<file path="config.mk">
export PLATFORM = sky130hd
export DESIGN_NAME = generate_nak
export DESIGN_NICKNAME = d
export VERILOG_FILES = /design/src/rtl/udt_pkg.sv /design/src/rtl/udt_axis_reg.sv /design/src/rtl/generate_nak.sv
export SDC_FILE = /design/constraint.sdc
export NUM_CORES = 1
export LEC_CHECK = 0
export ABC_AREA = 1
export CAP_MARGIN = 20
export CORE_MARGIN = 3
export CORE_UTILIZATION = 35
export DETAILED_ROUTE_END_ITERATION = 7
export GPL_TIMING_DRIVEN = 0
export SYNTH_ARGS = -nofsm -noshare
export SYNTH_HDL_FRONTEND = slang
export SYNTH_SLANG_ARGS = --single-unit
</file>
<file path="constraint.sdc">
create_clock -name core_clk -period 7.2 [get_ports core_clk]
set_input_delay 1.8 -clock core_clk [delete_from_list [all_inputs] [get_ports core_clk]]
set_output_delay 1.8 -clock core_clk [all_outputs]
set_load 0.1 [all_outputs]
</file>
<file path="src/rtl/udt_pkg.sv">
// Shared UDT control-packet definitions: control type codes, header/loss-word
// bit positions, header builder and the NAK generator state type.
package udt_pkg;

    localparam int CTRL_BIT  = 31;
    localparam int RANGE_BIT = 31;

    localparam logic [14:0] CTRL_HANDSHAKE = 15'h0000;
    localparam logic [14:0] CTRL_KEEPALIVE = 15'h0001;
    localparam logic [14:0] CTRL_ACK       = 15'h0002;
    localparam logic [14:0] CTRL_NAK       = 15'h0003;
    localparam logic [14:0] CTRL_SHUTDOWN  = 15'h0005;
    localparam logic [14:0] CTRL_ACK2      = 15'h0006;

    typedef enum logic [2:0] {
        IDLE  = 3'd0,
        HDR0  = 3'd1,
        HDR1  = 3'd2,
        BODY  = 3'd3,
        FLUSH = 3'd4
    } nak_state_t;

    // Header word 0: control flag, 15-bit type, 16 reserved bits.
    function automatic logic [31:0] ctrl_hdr_word0(input logic [14:0] ctrl_type);
        logic [31:0] w;
        w           = '0;
        w[CTRL_BIT] = 1'b1;
        w[30:16]    = ctrl_type;
        return w;
    endfunction

    function automatic logic [31:0] loss_word(input logic range_flag, input logic [30:0] seq);
        logic [31:0] w;
        w            = {1'b0, seq};
        w[RANGE_BIT] = range_flag;
        return w;
    endfunction

endpackage

</file>
<file path="src/rtl/udt_axis_reg.sv">
// Single-slot 64-bit AXI-Stream output register shared by the UDT control
// packet generators; the producer loads a beat only while free is high.
module udt_axis_reg (
    input  logic        clk,
    input  logic        rst_n,
    input  logic        load,
    input  logic [63:0] load_data,
    input  logic [7:0]  load_keep,
    input  logic        load_last,
    output logic        free,
    output logic [63:0] tdata,
    output logic [7:0]  tkeep,
    output logic        tvalid,
    output logic        tlast,
    input  logic        tready
);

    assign free = !tvalid || tready;

    always_ff @(posedge clk or negedge rst_n) begin
        if (!rst_n) begin
            tdata  <= '0;
            tkeep  <= '0;
            tvalid <= 1'b0;
            tlast  <= 1'b0;
        end else if (load && free) begin
            tdata  <= load_data;
            tkeep  <= load_keep;
            tvalid <= 1'b1;
            tlast  <= load_last;
        end else if (tready) begin
            tvalid <= 1'b0;
        end
    end

endmodule

</file>
<file path="src/rtl/generate_nak.sv">
// UDT NAK packet builder: packs loss entries behind a 16-byte control header.
// Optional statistics counters enabled by defining GENERATE_NAK_STATS_EN.
module generate_nak
    import udt_pkg::*;
#(
    parameter logic [14:0] CTRL_TYPE = CTRL_NAK,
    parameter logic [31:0] ADD_INFO  = 32'h0
`ifdef GENERATE_NAK_STATS_EN
    ,
    parameter int          STAT_W    = 32
`endif
) (
    input  logic              core_clk,
    input  logic              core_rst_n,
    input  logic [30:0]       loss_first,
    input  logic [30:0]       loss_last_seq,
    input  logic              loss_tvalid,
    output logic              loss_tready,
    input  logic              loss_tlast,
    input  logic [31:0]       timestamp,
    input  logic [31:0]       dst_sock_id,
    output logic [63:0]       NAK_tdata,
    output logic [7:0]        NAK_tkeep,
    output logic              NAK_tvalid,
    input  logic              NAK_tready,
`ifdef GENERATE_NAK_STATS_EN
    output logic [STAT_W-1:0] nak_pkt_cnt,
    output logic [STAT_W-1:0] nak_loss_cnt,
`endif
    output logic              NAK_tlast
);

    nak_state_t  state, state_n;
    logic [31:0] ts_q, sock_q;
    logic [31:0] pend, pend_n;
    logic        pend_vld, pend_vld_n;

    logic        free;
    logic        load;
    logic        load_last;
    logic [63:0] load_data;
    logic [7:0]  load_keep;

    logic        is_range;
    logic        accept;
    logic [31:0] w0, w1;

    assign is_range    = loss_first != loss_last_seq;
    assign w0          = loss_word(is_range, loss_first);
    assign w1          = loss_word(1'b0, loss_last_seq);
    assign loss_tready = (state == BODY) && free;
    assign accept      = loss_tvalid && loss_tready;

    always_comb begin
        state_n    = state;
        pend_n     = pend;
        pend_vld_n = pend_vld;
        load       = 1'b0;
        load_data  = '0;
        load_keep  = 8'hFF;
        load_last  = 1'b0;
        case (state)
            IDLE: begin
                if (loss_tvalid) state_n = HDR0;
            end
            HDR0: begin
                if (free) begin
                    load      = 1'b1;
                    load_data = {ctrl_hdr_word0(CTRL_TYPE), ADD_INFO};
                    state_n   = HDR1;
                end
            end
            HDR1: begin
                if (free) begin
                    load      = 1'b1;
                    load_data = {ts_q, sock_q};
                    state_n   = BODY;
                end
            end
            BODY: begin
                if (accept) begin
                    if (!pend_vld) begin
                        if (is_range) begin
                            load      = 1'b1;
                            load_data = {w0, w1};
                        end else begin
                            pend_n     = w0;
                            pend_vld_n = 1'b1;
                        end
                    end else begin
                        // Pending word always goes out first; a range leaves its second word behind.
                        load       = 1'b1;
                        load_data  = {pend, w0};
                        pend_n     = w1;
                        pend_vld_n = is_range;
                    end
                    if (loss_tlast) begin
                        if (pend_vld_n) begin
                            state_n = FLUSH;
                        end else begin
                            load_last = 1'b1;
                            state_n   = IDLE;
                        end
                    end
                end
            end
            FLUSH: begin
                if (free) begin
                    load       = 1'b1;
                    load_data  = {pend, 32'h0};
                    load_keep  = 8'hF0;
                    load_last  = 1'b1;
                    pend_vld_n = 1'b0;
                    state_n    = IDLE;
                end
            end
            default: state_n = IDLE;
        endcase
    end

    always_ff @(posedge core_clk or negedge core_rst_n) begin
        if (!core_rst_n) begin
            state    <= IDLE;
            pend_vld <= 1'b0;
        end else begin
            state    <= state_n;
            pend_vld <= pend_vld_n;
        end
    end

    // Header fields and the pending word are plain data; validity is tracked by state/pend_vld.
    always_ff @(posedge core_clk) begin
        if (state == IDLE && loss_tvalid) begin
            ts_q   <= timestamp;
            sock_q <= dst_sock_id;
        end
        pend <= pend_n;
    end

    udt_axis_reg u_out (
        .clk       (core_clk),
        .rst_n     (core_rst_n),
        .load      (load),
        .load_data (load_data),
        .load_keep (load_keep),
        .load_last (load_last),
        .free      (free),
        .tdata     (NAK_tdata),
        .tkeep     (NAK_tkeep),
        .tvalid    (NAK_tvalid),
        .tlast     (NAK_tlast),
        .tready    (NAK_tready)
    );

`ifdef GENERATE_NAK_STATS_EN
    logic [30:0] loss_span;

    // Span is taken modulo 2^31 so reversed ranges wrap instead of going negative.
    assign loss_span = loss_last_seq - loss_first + 31'd1;

    always_ff @(posedge core_clk or negedge core_rst_n) begin
        if (!core_rst_n) begin
            nak_pkt_cnt  <= '0;
            nak_loss_cnt <= '0;
        end else begin
            if (NAK_tvalid && NAK_tready && NAK_tlast) nak_pkt_cnt <= nak_pkt_cnt + STAT_W'(1);
            if (accept) nak_loss_cnt <= nak_loss_cnt + STAT_W'(loss_span);
        end
    end
`endif

endmodule

</file>
==> impl_metrics.tcl, run 1 <==
set metrics [dict create \
    num-nets-final 1382 \
    drt_wl_cell_um 17.2 \
    synth_enable_flop_cells 95 \
    htree_levels 4 \
    seqPwrFrac 0.260 \
    critPathCaptureType "primary output" \
    power_frac_clock 0.156 \
    clkSlewWorstSetupHoldPaths_ns 0.06 \
    worstSetupPathType "primary input to primary output" \
    power_report.internal_total_w 0.00280 \
    fillers 2304 \
    layout.cell_area.non_filler_sq_mm 0.0115 \
    cp_max_fo 4 \
    ctsHoldBuffers 0 \
    netlist_instances 1018 \
    r2r_setup_slack_ns 4.16 \
    postSynth.asyncResetShare 0.431 \
    timing.reg2reg.worst_path_depth 5 \
    synth_compound_area_frac 0.102 \
    postSynthRegisterBits 167 \
    synth_area_sq_mm 0.00833 \
    fin_ws_ns 1.76 \
    p_total_w 0.00597 \
    start_util 0.362 \
    setup-violations-final 0 \
    placement.cell_area_sq_mm 0.0109 \
    mappedNetlistNets 1152 \
    syn-mean-instance-area_sq_um 8.18 \
    dominant_combinational_cell_family_by_area_after_synthesis "simple AND/OR/NAND/NOR gates" \
    synth.distinct_cells 31 \
    overflow 0 \
    synthFlopType "sky130_fd_sc_hd__edfxtp_1" \
    cp.required_ns 5.40 \
    synthAdderAreaFrac 0.00451 \
    skew_ns 0.00878 \
    netSwitchingFraction 0.531 \
    preCtsSetupSlack_ns 1.76 \
    layout_min_cycle_time_ns 5.44 \
    yosys_warnings 0 \
    clockRootBuffer "sky130_fd_sc_hd__clkbuf_16" \
    drt-vias-per-instance 4.74 \
    p_per_cell_area_mw_per_mm2 521 \
    wire_length_of_the_first_global_routing_pass_um 42300 \
    r2r-end "pend[10]" \
    vdd.ir_drop.worst_mv 0.349 \
    cp-startpoint "NAK_tready" \
    grt_max_degree 46 \
    gpl.final_weighted_congestion 0.893 \
    route.antenna.remaining_nets 0 \
    worst_pin_slew_ns 1.03 \
    timing_endpoint_of_the_critical_path "loss_tready" \
    maxCapViolations 0 \
    power_leakage_nw 4.85 \
    run_status "completed" \
    reg2reg_from "pend_vld" \
    critical_path_arrival_ns 3.64 \
    route.final.wire_length_um 27200 \
    synth_simple_gate_area_frac 0.252 \
    via_count 7482 \
    remaining_drc_errors 0 \
    synth_seq_area_share 0.559 \
    first_global_vias 7338 \
    rsz0062_at_grt "false" \
    muxShareOfSynthArea 0 \
    tritoncts "yes" \
    area.growth.synth_to_final_pct 37.7 \
    clock_sinks 167 \
    core_area_sq_mm 0.0230 \
    hp-class "flop to flop" \
    post_cts_resized 0 \
    number_of_cts_inserted_buffers 17 \
    p_switching_w 0.00317 \
    worstSkewPairLatency_ns 0.43 \
    dpl.hpwl_um 20800 \
    cts.repair_timing.setup_buffer_count 0 \
    first_iter_violations 652 \
    ports_placed_on_the_boundary 206 \
    cts_max_path_buffers 2 \
    timing.critical_path.from_type "primary input" \
    finalHoldViolations 0 \
    die_extent_in_y_um 160 \
    fraction_of_final_layout_cells_sized_beyond_drive_strength_1 0.0531 \
    port_buffers 205 \
    synth-xor-area-share 0.0231 \
    max_freq_mhz 184 \
    grt_antenna_before_repair 6 \
    finalCritPeriodShare 0.756 \
    grt_use_total 0.214 \
    fp-row-count 55 \
    relSlewSlack 0.310 \
    comb_power_share 0.584 \
    dieWidth_um 160 \
    design.die.area_sq_mm 0.0257 \
    first_pass_iters 5 \
    final_max_tran_viols 0 \
]
## layout by cell type, fill, tap and decap left out, drive strengths merged, types with 2 or more instances in the layout
| cell | instances |
|---|---|
| nand2 | 389 |
| clkdlybuf4s50 | 204 |
| nor2 | 143 |
| a21oi | 125 |
| edfxtp | 95 |
| dfrtp | 72 |
| inv | 55 |
| clkbuf | 48 |
| buf | 37 |
| o21ai | 26 |
| xnor2 | 19 |
| nand3 | 10 |
| o21bai | 9 |
| clkinv | 6 |
| diode | 5 |
| clkinvlp | 4 |
| xor2 | 3 |
| ha | 3 |
| bufinv | 3 |
| nor3 | 3 |
| or2 | 2 |
## through the flow
step / hold WS [ns] / TNS [ns] / utilization / instances
after detailed placement: 0.475 / 0 / 0.473 / 1542
after floorplan: 0.511 / 0 / - / 1018
final: 0.490 / 0 / 0.499 / 1579
after global placement: 0.470 / -155.71 / 0.469 / 1536
after CTS: 0.492 / 0 / 0.498 / 1574
after global routing: 0.526 / 0 / 0.499 / 1579
## cell usage after synthesis (2+ instances only)
| library cell | number | area, sq um |
|---|---|---|
| sky130_fd_sc_hd__nand2_1 | 387 | 1450 |
| sky130_fd_sc_hd__nor2_1 | 142 | 533 |
| sky130_fd_sc_hd__a21oi_1 | 125 | 626 |
| sky130_fd_sc_hd__edfxtp_1 | 95 | 2850 |
| sky130_fd_sc_hd__dfrtp_1 | 72 | 1800 |
| sky130_fd_sc_hd__inv_1 | 51 | 191 |
| sky130_fd_sc_hd__clkbuf_1 | 29 | 109 |
| sky130_fd_sc_hd__o21ai_0 | 26 | 130 |
| sky130_fd_sc_hd__xnor2_1 | 19 | 166 |
| sky130_fd_sc_hd__buf_2 | 16 | 80.1 |
| sky130_fd_sc_hd__nand3_1 | 9 | 45.0 |
| sky130_fd_sc_hd__o21bai_1 | 9 | 67.6 |
| sky130_fd_sc_hd__buf_4 | 7 | 52.6 |
| sky130_fd_sc_hd__buf_1 | 5 | 18.8 |
| sky130_fd_sc_hd__ha_1 | 3 | 37.5 |
| sky130_fd_sc_hd__nor3_1 | 3 | 15.0 |
| sky130_fd_sc_hd__xor2_1 | 3 | 26.3 |
| sky130_fd_sc_hd__buf_6 | 2 | 22.5 |
| sky130_fd_sc_hd__clkinv_1 | 2 | 7.51 |
| sky130_fd_sc_hd__inv_2 | 2 | 7.51 |
## layout make-up
class / count / area [sq um] / area share
Antenna cell: 5 / 12.5 / 0.00109
Buffer: 59 / 283 / 0.0247
Clock buffer: 19 / 433 / 0.0378
Clock inverter: 13 / 153 / 0.0133
Inverter: 55 / 206 / 0.0180
Multi-Input combinational cell: 737 / 3200 / 0.279
Sequential cell: 167 / 4650 / 0.406
Tap cell: 313 / 392 / 0.0342
Timing Repair Buffer: 211 / 2130 / 0.186
## state kept, by name, summed over array words and instances (netlist names)
name / cells
u_out.tkeep: 2
u_out.tdata: 64
pend: 31
state: 3
u_out.tlast: 1
pend_vld: 1
u_out.tvalid: 1
sock_q: 32
ts_q: 32
## worst min-delay path by stage
stage                            from               to  depth (start not counted)
final                     u_out.tlast      u_out.tlast                          2
after CTS                 u_out.tlast      u_out.tlast                          2
after global routing      u_out.tlast      u_out.tlast                          2
after global placement    u_out.tlast      u_out.tlast                          2
after detailed placement  u_out.tlast      u_out.tlast                          2
after floorplan            sock_q[22]  u_out.tdata[22]                          2
## routing by layer
metal,vias to the layer above,global-route usage,share of wire
met5,-,0,0.00048
met4,2,0.0698,0.016
met3,25,0.0488,0.065
li1,3724,-,-
met2,263,0.328,0.47
met1,3468,0.300,0.45
## kinds of logic after synthesis
| logic type | after synthesis |
|---|---|
| AOI/OAI and AO/OA | 164 |
| xor gates and xnor gates | 22 |
| adders and majority gates | 3 |
| buffers and inverters | 114 |
| DFF | 167 |
| and+or+nand+nor | 548 |
## power groups by stage
stage,combinational [W],clock (W),sequential (W)
finish,0.00349,0.000929,0.00155
global route,0.00374,0.000986,0.00159
CTS,0.00350,0.000946,0.00155
detailed placement,0.00349,0,0.00157
global placement,0.00343,0,0.00159
floorplan,0.00117,0,0.00292
## critical path, stage by stage
cell,delay (ns)
sky130_fd_sc_hd__clkdlybuf4s50_1,0.45
sky130_fd_sc_hd__nor2_1,0.09
sky130_fd_sc_hd__nor2_2,0.14
sky130_fd_sc_hd__clkdlybuf4s50_1,1.15
No activity file was read; power rests on OpenSTA's default activity.
==> run 2: changes to the inputs <==
==> constraint.sdc (replaced) <==
create_clock -name core_clk -period 5.6 [get_ports core_clk]
set_input_delay 1.4 -clock core_clk [delete_from_list [all_inputs] [get_ports core_clk]]
set_output_delay 1.4 -clock core_clk [all_outputs]
set_load 0.1 [all_outputs]
==> impl_metrics.tcl, run 2 (synthesis results as in run 1) <==
set metrics [dict create \
    first_iter_violations 475 \
    cts.repair_timing.setup_buffer_count 0 \
    finalCritPeriodShare 0.829 \
    reg2reg_from "pend_vld" \
    preCtsSetupSlack_ns 0.953 \
    seqPwrFrac 0.262 \
    layoutNonFillerInstCount 1575 \
    cts_max_path_buffers 2 \
    tritoncts "yes" \
    cp.required_ns 4.20 \
    ports_placed_on_the_boundary 206 \
    run_status "completed" \
    overflow 0 \
    power_frac_clock 0.148 \
    worst_pin_slew_ns 1.03 \
    die_extent_in_y_um 160 \
    critical_path.slowest_cell "sky130_fd_sc_hd__clkdlybuf4s50_1" \
    fraction_of_final_layout_cells_sized_beyond_drive_strength_1 0.0540 \
    netSwitchingFraction 0.536 \
    post_cts_resized 0 \
    hold_slack_ns 0.487 \
    skew_ns 0.00804 \
    r2r-end "pend[11]" \
    fin_ws_ns 0.958 \
    registers_with_the_most_flip_flops "u_out.tdata (64), sock_q (32), ts_q (32)" \
    drt_wl_cell_um 16.9 \
    crit_chain "clkdlybuf4s50_1 > nor2_1 > nor2_2 > clkdlybuf4s50_1" \
    p_total_w 0.00761 \
    core_area_sq_mm 0.0230 \
    start_util 0.362 \
    cp_max_fo 4 \
    grt_max_degree 66 \
    final_max_tran_viols 0 \
    clkSlewWorstSetupHoldPaths_ns 0.06 \
    r2r_setup_slack_ns 2.59 \
    wire_length_of_the_first_global_routing_pass_um 41500 \
    finalHoldViolations 0 \
    timing.reg2reg.worst_path_depth 5 \
    route.antenna.remaining_nets 0 \
    p_switching_w 0.00408 \
    ctsHoldBuffers 0 \
    crit_path_frequent_cell "sky130_fd_sc_hd__clkdlybuf4s50_1" \
    comb_power_share 0.590 \
    route.final.wire_length_um 26700 \
    worstSetupPathType "primary input to primary output" \
    clockRootBuffer "sky130_fd_sc_hd__clkbuf_16" \
    dieWidth_um 160 \
    number_of_cts_inserted_buffers 17 \
    port_buffers 205 \
    maxCapViolations 0 \
    cp-startpoint "NAK_tready" \
    max_freq_mhz 215 \
    gpl.final_weighted_congestion 0.888 \
    htree_levels 4 \
    holdCritStartpoint "u_out.tlast" \
    numPlacedInstances 1540 \
    grt_use_total 0.208 \
    clock_sinks 167 \
    timing.critical_path.from_type "primary input" \
    first_global_vias 7212 \
    critical_path_arrival_ns 3.24 \
    number_of_flip_flops_in_the_largest_register 64 \
    highest_count_cells_in_the_layout_ignoring_fill_and_taps "387 x sky130_fd_sc_hd__nand2_1, 204 x sky130_fd_sc_hd__clkdlybuf4s50_1, 141 x sky130_fd_sc_hd__nor2_1, 125 x sky130_fd_sc_hd__a21oi_1, 95 x sky130_fd_sc_hd__edfxtp_1" \
    fillers 2247 \
    post-route-util 0.499 \
    min_delay_worst_endpoint "u_out.tlast" \
    fp-row-count 55 \
    rsz0062_at_grt "false" \
    remaining_drc_errors 0 \
    power_report.internal_total_w 0.00354 \
    drt-vias-per-instance 4.65 \
    area.growth.synth_to_final_pct 37.6 \
    design.die.area_sq_mm 0.0257 \
    worstSkewPairLatency_ns 0.43 \
    delay_contributed_by_the_slowest_stage_of_the_critical_path_ns 1.15 \
    setup-violations-final 0 \
    hp-class "flop to flop" \
    power_leakage_nw 4.85 \
    mostFrequentLayoutCell "sky130_fd_sc_hd__nand2_1" \
    critPathCaptureType "primary output" \
    relSlewSlack 0.308 \
    timing.hold.worst_path_depth 2 \
    p_per_cell_area_mw_per_mm2 665 \
    first_pass_iters 8 \
    grt_antenna_before_repair 3 \
    layout_min_cycle_time_ns 4.64 \
    via_count 7326 \
    vdd.ir_drop.worst_mv 0.457 \
    num-nets-final 1380 \
    dpl.hpwl_um 20500 \
    most_flop_heavy_register "u_out.tdata" \
]
## run 2: cell types whose count changed in the layout (fill, tap and decap cells not counted), moves of 2 or more
cell	previous run	this run
sky130_fd_sc_hd__buf_6	7	2
sky130_fd_sc_hd__diode_2	5	3
sky130_fd_sc_hd__bufinv_16	3	1
sky130_fd_sc_hd__buf_16	1	4
sky130_fd_sc_hd__clkinv_4	0	2
sky130_fd_sc_hd__clkinv_1	6	4
sky130_fd_sc_hd__clkinv_2	0	2
## run 2: worst max path at each step
stage	endpoint	slack, ns	cells after the start
after global routing	loss_tready	0.90	4
after detailed placement	loss_tready	0.95	4
after floorplan	pend[0]	1.07	5
final	loss_tready	0.96	4
after CTS	loss_tready	0.95	4
after global placement	sock_q[3]	-0.63	3
## run 2: power groups by stage
stage | registers [W] | logic [W] | clock network [W]
after floorplan | 0.00375 | 0.00151 | 0
after global placement | 0.00203 | 0.00440 | 0
after detailed placement | 0.00201 | 0.00451 | 0
after CTS | 0.00200 | 0.00452 | 0.00115
after global routing | 0.00204 | 0.00479 | 0.00121
final | 0.00200 | 0.00449 | 0.00112
## run 2: worst max-delay path: cells and delay by family
kind | cells | cell delay [ns]
buffers and inverters | 2 | 1.60
AND/OR/NAND/NOR | 2 | 0.25
## run 2: through the flow
| stage | setup TNS [ns] | cell area [sq um] |
|---|---|---|
| after floorplan | 0 | 8330 |
| after global placement | -42.77 | 10800 |
| after detailed placement | 0 | 10900 |
| after CTS | 0 | 11500 |
| after global routing | 0 | 11500 |
| final | 0 | 11500 |
## run 2: per-layer routing
metal	global-route usage	wire, um	vias to the layer above
li1	-	-	3716
met2	0.324	12400	244
met4	0.0659	454	0
met5	0	0	-
met3	0.0423	1770	28
met1	0.291	12100	3338
## run 2: area by class of cell
class,count,area [sq um],area share
clock inverters,14,125,0.0109
flip-flops and latches,167,4650,0.406
clock buffers,18,429,0.0375
multi-input cells,737,3200,0.279
repair buffers,209,2160,0.188
inverters,55,206,0.0180
diodes,3,7.51,0.000655
plain buffers,59,283,0.0247
well taps,313,392,0.0342
==> run 3: changes to the inputs <==
==> constraint.sdc (replaced) <==
create_clock -name core_clk -period 4.45 [get_ports core_clk]
set_input_delay 1.1125 -clock core_clk [delete_from_list [all_inputs] [get_ports core_clk]]
set_output_delay 1.1125 -clock core_clk [all_outputs]
set_load 0.1 [all_outputs]
==> results of run 3 <==
Same layout as run 2 (identical final DEF). Status: completed.
Main changes from that run: setup slack after placement 0.953 ns -> 0.241 ns; setup slack after layout 0.958 ns -> 0.383 ns; register-to-register setup slack 2.59 ns -> 1.44 ns; total power 0.00761 W -> 0.00958 W; worst IR drop on VDD 0.457 mV -> 0.575 mV
